[config.mk]
export PLATFORM = sky130hd
export DESIGN_NAME = gray_decoder
export DESIGN_NICKNAME = d
export VERILOG_FILES = /design/src/rtl/gray_decoder.sv
export SDC_FILE = /design/constraint.sdc
export NUM_CORES = 1
export LEC_CHECK = 0
export BUFFER_PORTS_ARGS = -buffer_cell sky130_fd_sc_hd__buf_2
export CAP_MARGIN = 5
export CORE_AREA = 8 8 45 47
export DETAILED_ROUTE_END_ITERATION = 8
export DIE_AREA = 0 0 53 55
export GPL_TIMING_DRIVEN = 0
export REMOVE_ABC_BUFFERS = 1
export SLEW_MARGIN = 25
export SYNTH_ARGS = -nofsm -noshare
export SYNTH_HDL_FRONTEND = slang
export SYNTH_SLANG_ARGS = --single-unit
[constraint.sdc]
create_clock -name clk -period 1.45 [get_ports clk]
set_input_delay 0.0725 -clock clk [delete_from_list [all_inputs] [get_ports clk]]
set_output_delay 0.0725 -clock clk [all_outputs]
set_load 0.05 [all_outputs]
[src/rtl/gray_decoder.sv]
// Two-stage pipelined Gray-to-binary decoder with an optional step checker that is
// built only when GRAY_DEC_STEP_CHECK_EN is defined.
module gray_decoder #(
    parameter int unsigned WIDTH = 4,
    parameter int unsigned ERR_W = 8
) (
    input  logic             clk,
    input  logic             rst,
    input  logic [WIDTH-1:0] gray_in,
    input  logic             in_valid,
    input  logic             clr_err,
    output logic [WIDTH-1:0] bin_out,
    output logic             out_valid,
    output logic             dir_up,
    output logic             dir_dn,
    output logic             step_err,
    output logic [ERR_W-1:0] err_cnt
);

    logic [WIDTH-1:0] gray_q;
    logic             valid_q;
    logic [WIDTH-1:0] bin_d;

    // Each binary bit is the XOR of all Gray bits at or above it.
    always_comb begin
        logic acc;
        acc   = 1'b0;
        bin_d = '0;
        for (int i = int'(WIDTH) - 1; i >= 0; i--) begin
            acc      = acc ^ gray_q[i];
            bin_d[i] = acc;
        end
    end

    always_ff @(posedge clk or posedge rst) begin
        if (rst) begin
            gray_q    <= '0;
            valid_q   <= 1'b0;
            bin_out   <= '0;
            out_valid <= 1'b0;
        end else begin
            gray_q    <= gray_in;
            valid_q   <= in_valid;
            out_valid <= valid_q;
            if (valid_q) begin
                bin_out <= bin_d;
            end
        end
    end

`ifdef GRAY_DEC_STEP_CHECK_EN
    // bin_out always holds the last decoded valid sample, so it doubles as the
    // previous-sample reference; have_prev_q qualifies it after reset.
    logic             have_prev_q;
    logic [WIDTH-1:0] delta;
    logic             up_d;
    logic             dn_d;
    logic             err_d;
    logic [ERR_W-1:0] cnt_d;

    always_comb begin
        delta = bin_d - bin_out;
        up_d  = 1'b0;
        dn_d  = 1'b0;
        err_d = 1'b0;
        if (valid_q && have_prev_q) begin
            if (delta == WIDTH'(1)) begin
                up_d = 1'b1;
            end else if (delta == '1) begin
                dn_d = 1'b1;
            end else if (delta != '0) begin
                err_d = 1'b1;
            end
        end
    end

    // Clear first, then count, so a simultaneous clear and error leaves 1.
    always_comb begin
        cnt_d = clr_err ? '0 : err_cnt;
        if (err_d && (cnt_d != '1)) begin
            cnt_d = cnt_d + ERR_W'(1);
        end
    end

    always_ff @(posedge clk or posedge rst) begin
        if (rst) begin
            have_prev_q <= 1'b0;
            dir_up      <= 1'b0;
            dir_dn      <= 1'b0;
            step_err    <= 1'b0;
            err_cnt     <= '0;
        end else begin
            dir_up   <= up_d;
            dir_dn   <= dn_d;
            step_err <= err_d;
            err_cnt  <= cnt_d;
            if (valid_q) begin
                have_prev_q <= 1'b1;
            end
        end
    end
`else
    logic unused_clr_err;
    assign unused_clr_err = clr_err;
    assign dir_up         = 1'b0;
    assign dir_dn         = 1'b0;
    assign step_err       = 1'b0;
    assign err_cnt        = '0;
`endif

endmodule
==> impl_metrics.py, run 1 <==
metrics = {
    "timing": {
        "finalMaxSlewViolations": 0,
        "period_share_pct": 75.64,
        "setup_violations": 0,
        "fmax_ghz": 0.9118,
        "fin_crit_ns": 1.097,
        "finalSetupTns_ns": 0,
        "whs_ns": 0.3264,
        "hold_viol": 0,
        "rsz0062_at_grt": "false",
        "clock-skew-final_ns": 0.004943,
    },
    "clocking": {
        "numCtsBuffers": 3,
        "post-cts-setup-buffer-count": 0,
        "cts_max_level": 1,
        "clkTransAtPathRegs_ns": 0.06,
        "clockBufferDepth": 2,
        "clock-sinks": 10,
        "clk_latency_ns": 0.26,
        "cts_root_buf": "clkbuf_4",
        "cts_tree": "yes",
        "cts_resized": 0,
    },
    "cells_and_area": {
        "layout_common_cells": "11 x conb_1, 11 x buf_2, 10 x dfrtp_1",
        "antenna_cells": 0,
        "area_growth_pct": 29.62,
        "nets": 62,
        "fillers": 136,
        "layout.cells.non_filler": 69,
        "drive_gt1_share_pct": 33.96,
        "regArea_um2": 250.2,
        "final_util_pct": 39.96,
        "multi_input_area_um2": 127.6,
    },
    "hold_path": {
        "worstHoldPathType": "primary input to asynchronous set/reset pin",
    },
    "synthesis": {
        "syn_area_um2": 426.7,
        "seq_area_frac_synth_pct": 58.65,
        "synth_cells": 33,
        "yosys_warnings": 0,
        "ys_seq_elements": 10,
        "syn_area_per_cell_um2": 12.93,
        "synthDistinctLibCells": 10,
    },
    "grt": {
        "grt-ovfl-total": 0,
        "antenna_found_initial": 0,
        "track_usage_pct": 4.862,
        "grt_pass1_wl_um": 993,
        "grt_max_degree": 11,
        "grt_pass1_vias": 242,
    },
    "worst_setup_path": {
        "worstPathArrival_ns": 1.25,
        "crit_chain": "xnor2_2, xnor2_1, mux2_4",
        "crit_type": "flop to flop",
        "cpPeakStageDelay_ns": 0.39,
        "crit_required_ns": 1.60,
        "cp-end-kind": "flop",
        "cp_slowest_cell": "dfrtp_1",
        "reg2reg_slack_ns": 0.35,
        "crit_fanout": 3,
        "start_kind": "flop",
    },
    "job": {
        "maxCapViolCount": 0,
    },
    "placement": {
        "place_inst": 59,
        "place_congestion": 0.6310,
        "io_buffers": 11,
    },
    "floorplan": {
        "boundaryPins": 24,
        "row_count": 14,
        "die_area_um2": 2915,
        "initial_core_util_pct": 30.83,
        "die_width_um": 53,
        "coreArea_um2": 1384,
        "die_h_um": 55,
    },
    "route": {
        "first_iter_violations": 3,
        "via_count": 251,
        "totalWireLength_um": 682,
        "drtAntennaViolNets": 0,
        "viasPerCell": 3.638,
        "post_drt_wl_per_cell_um": 9.884,
        "detail_route.first_pass.iterations": 2,
        "drc_errors": 0,
    },
    "power_and_ir_drop": {
        "p_per_area_nw_per_um2": 1395,
        "vdd_ir_drop_max_mv": 0.7738,
        "leakagePower_nw": 0.2779,
    },
    "outcome": {
        "status": "finished, final reports clean",
    },
}
==> logic make-up (layout without fill, tap and decap cells) <==
| group | Yosys count | in the layout | share of synthesized area [%] |
|---|---|---|---|
| compound gates | 2 | 2 | 2.346 |
| flops | 10 | 10 | 58.65 |
| buf+inv | 12 | 22 | 20.23 |
| mux | 2 | 2 | 6.157 |
| simple gates | 2 | 2 | 1.760 |
| other cells | 1 | 11 | 0.8789 |
| xor+xnor | 4 | 4 | 9.973 |
==> timing repair <==
action                                  CTS  global route
endpoints found under the setup margin    0             0
hold buffers                              6             0
hold endpoints to repair                 15             0
==> state kept, by name (all words and copies together) (netlist names) <==
name       count
bin_out        4
gray_q         4
out_valid      1
valid_q        1
==> metrics by stage <==
stage	area [um^2]	setup slack, ns	total power, mW
3_3_place_gp	456.7	0.3744	0.5229
5_1_grt	553.0	0.2965	0.8063
3_5_place_dp	456.7	0.3485	0.5248
6_report	553.0	0.3533	0.7716
4_1_cts	553.0	0.3399	0.7833
2_1_floorplan	381.6	0.4095	0.4905
==> path summary, 6_finish.rpt <==
| path | endpoint | from | cells past startpoint |
|---|---|---|---|
| setup / recovery | bin_out[1]$_DFFE_PP0P_ | gray_q[2]$_DFF_PP0_ | 3 |
| hold / removal | bin_out[2]$_DFFE_PP0P_ | rst | 3 |
| setup reg to reg | bin_out[1]$_DFFE_PP0P_ | gray_q[2]$_DFF_PP0_ | 3 |
| hold reg to reg | bin_out[1]$_DFFE_PP0P_ | bin_out[1]$_DFFE_PP0P_ | 1 |
| max in group asynchronous | gray_q[1]$_DFF_PP0_ | rst | 3 |
| min in group clk | gray_q[3]$_DFF_PP0_ | gray_in[3] | 2 |
==> metal layers <==
layer | up-vias | global-route usage (%) | routed length [um]
met5 | - | 0 | 0
met4 | 0 | 2.586 | 0
met3 | 0 | 5.348 | 182
met2 | 22 | 7.422 | 289
met1 | 109 | 3.762 | 211
li1 | 120 | - | -
==> synth_stat cells <==
cell type | number | share of area, %
buf_4 | 11 | 19
dfrtp_1 | 10 | 59
xnor2_1 | 3 | 6.2
a21oi_1 | 2 | 2.3
nor2_1 | 2 | 1.8
conb_1 | 1 | 0.88
inv_1 | 1 | 0.88
mux2_2 | 1 | 2.6
mux2_4 | 1 | 3.5
xnor2_2 | 1 | 3.8
==> critical path, delay by kind of cell, from the launching register on <==
family	cells	cell delay, ns
DFF	1	0.39
muxes	1	0.25
xor gates and xnor gates	2	0.34
==> cell type report <==
| type | count | share of cell area [%] |
|---|---|---|
| multi-input combinational | 21 | 23.08 |
| timing repair buffer | 17 | 20.81 |
| sequential | 10 | 45.25 |
| inverter | 1 | 0.6787 |
| clock buffer | 4 | 6.561 |
| tap | 16 | 3.620 |
==> power breakdown <==
group	switching [mW]	internal (mW)	total, mW
registers	0.0156	0.305	0.320
logic	0.157	0.0539	0.211
clock network	0.0883	0.152	0.240
total	0.261	0.511	0.772
(Power assumes the default switching activity.)
==> inputs of run 2 (changes only) <==
==> constraint.sdc (replaced) <==
create_clock -name clk -period 0.95 [get_ports clk]
set_input_delay 0.0475 -clock clk [delete_from_list [all_inputs] [get_ports clk]]
set_output_delay 0.0475 -clock clk [all_outputs]
set_load 0.05 [all_outputs]
==> run 2 against run 1 <==
Net effect: the run now ends with negative setup slack left; sequential cell count unchanged; die area unchanged; first-iteration DRC count down 67%; maximum frequency up 4.5%; sequential share of layout area down 2.6 points; clock power up 53%; register-to-register slack worse by 0.45 ns; wire length up 8.4%; hold slack worse by 0.025 ns; via count up 6.0%; critical path type unchanged; critical endpoint unchanged.
==> impl_metrics.py, run 2 (synthesis results as in run 1) <==
metrics = {
    "outcome": {
        "status": "finished, violations left",
        "violations": "negative setup slack",
    },
    "worst_setup_path": {
        "start_kind": "flop",
        "cp-end-kind": "flop",
        "crit_cells": 3,
        "crit_chain": "xnor2_2, xnor2_1, mux2_4",
        "crit_path_end": "bin_out[1]$_DFFE_PP0P_",
        "crit_required_ns": 1.10,
        "r2r_cells": 3,
        "cpPeakStageDelay_ns": 0.39,
        "cp_slowest_cell": "dfrtp_1",
        "worstPathArrival_ns": 1.20,
        "crit_fanout": 2,
        "worstPathBufferInverterCount": 0,
        "crit_type": "flop to flop",
        "r2r-end": "bin_out[1]$_DFFE_PP0P_",
        "critPathLaunch": "gray_q[2]$_DFF_PP0_",
        "r2r-start": "gray_q[2]$_DFF_PP0_",
        "cp_top_family": "flip-flops",
        "reg2reg_slack_ns": -0.1,
    },
    "job": {
        "maxCapViolCount": 0,
    },
    "floorplan": {
        "die_h_um": 55,
        "coreArea_um2": 1384,
        "boundaryPins": 24,
        "die_area_um2": 2915,
        "die_width_um": 53,
        "initial_core_util_pct": 30.83,
        "row_count": 14,
    },
    "clocking": {
        "clock-sinks": 10,
        "numCtsBuffers": 3,
        "cts_tree": "yes",
        "clockBufferDepth": 2,
        "cts_root_buf": "clkbuf_4",
        "clkTransAtPathRegs_ns": 0.06,
        "cts_max_level": 1,
        "clk_latency_ns": 0.26,
    },
    "power_and_ir_drop": {
        "p_comb_share_pct": 29.5,
        "vdd_ir_drop_max_mv": 1.193,
        "p_per_area_nw_per_um2": 2061,
        "power.switching_uw": 408.7,
        "sw_frac_of_total_pct": 33.66,
        "power.total_mw": 1.214,
        "leakagePower_nw": 0.2954,
        "p_clk_share_pct": 30.2,
        "internal-power_uw": 805.7,
        "power_frac_seq_pct": 40.4,
    },
    "timing": {
        "setup_violations": 3,
        "period_share_pct": 110.5,
        "fin_crit_ns": 1.050,
        "fmax_ghz": 0.9528,
        "hold_viol": 0,
        "clock-skew-final_ns": 0.003918,
        "worst_slack_ns": -0.09953,
        "rsz0062_at_grt": "true",
        "finalMaxSlewViolations": 0,
    },
    "route": {
        "viasPerCell": 3.746,
        "drtAntennaViolNets": 0,
        "first_iter_violations": 1,
        "via_count": 266,
        "totalWireLength_um": 739,
        "post_drt_wl_per_cell_um": 10.41,
        "drc_errors": 0,
        "detail_route.first_pass.iterations": 2,
    },
    "cells_and_area": {
        "nets": 64,
        "area_growth_pct": 38.12,
        "layout_common_cells": "11 x conb_1, 9 x dfrtp_1, 9 x buf_2",
        "final_util_pct": 42.59,
        "biggestRegsByFlops": "bin_out: 4 flops, gray_q: 4 flops",
        "drive_gt1_share_pct": 41.82,
        "antenna_cells": 0,
        "final_common_cell": "conb_1",
    },
    "grt": {
        "grt_pass1_wl_mm": 1.076,
        "track_usage_pct": 5.252,
        "grt_pass1_vias": 276,
        "antenna_found_initial": 0,
        "grt-ovfl-total": 0,
        "grt_max_degree": 11,
    },
    "placement": {
        "place_congestion": 0.6310,
        "io_buffers": 11,
    },
    "hold_path": {
        "worstHoldPathType": "primary input to asynchronous set/reset pin",
    },
}
[run 2: worst min-delay path: stages]
cell and delay [ns]:
dlygate4sd3_1 0.54, buf_2 0.12, inv_1 0.26
[run 2: layout make-up]
class | count | area, um^2
clock buffers | 4 | 36.28
fillers | 139 | 794.5
inverters | 1 | 3.754
multi-input cells | 21 | 138.9
flip-flops and latches | 10 | 251.5
well taps | 16 | 20.02
repair buffers | 19 | 138.9
[run 2: per-layer routing]
layer	part of all wire [%]	GRT usage (%)	routed length, um
met5	0	0	0
met4	0	2.586	0
met3	24	5.348	179
met2	48	9.180	352
met1	28	3.454	206
[run 2: what timing repair did]
action                                 CTS  global route
endpoints found under the hold margin   15             0
resized for setup                        2             4
buffers inserted                         2             0
pin swaps                                3             2
hold buffers                             6             0
setup endpoints to repair                2             6
[run 2: worst min path at each step]
stage	from	cells after the start	endpoint
floorplan	rst	1	bin_out[0]$_DFFE_PP0P_
global placement	rst	2	valid_q$_DFF_PP0_
detailed placement	rst	2	gray_q[2]$_DFF_PP0_
CTS	rst	3	bin_out[2]$_DFFE_PP0P_
global route	rst	3	bin_out[2]$_DFFE_PP0P_
finish	rst	3	bin_out[2]$_DFFE_PP0P_
[run 2: power by group through the flow]
stage                     logic (mW)  clock network [mW]  registers [mW]
after floorplan                0.153                   0           0.596
after global placement         0.302                   0           0.496
after detailed placement       0.304                   0           0.497
after CTS                      0.346               0.384           0.489
after global routing           0.373               0.401           0.494
final                          0.358               0.366           0.490
[run 2: through the flow]
| stage | setup TNS [ns] | setup WS [ns] | cell area, um^2 | hold slack, ns | std cells |
|---|---|---|---|---|---|
| 6_report | -0.2428 | -0.09953 | 589.3 | 0.3014 | 71 |
| 5_1_grt | -0.3736 | -0.1430 | 589.3 | 0.3238 | 71 |
| 4_1_cts | -0.3065 | -0.1137 | 579.3 | 0.2846 | 71 |
| 3_5_place_dp | -0.1864 | -0.1515 | 456.7 | 0.02386 | 59 |
| 3_3_place_gp | -0.1433 | -0.1256 | 456.7 | 0.02485 | 59 |
| 2_1_floorplan | -0.1285 | -0.09049 | 381.6 | -0.1123 | 32 |
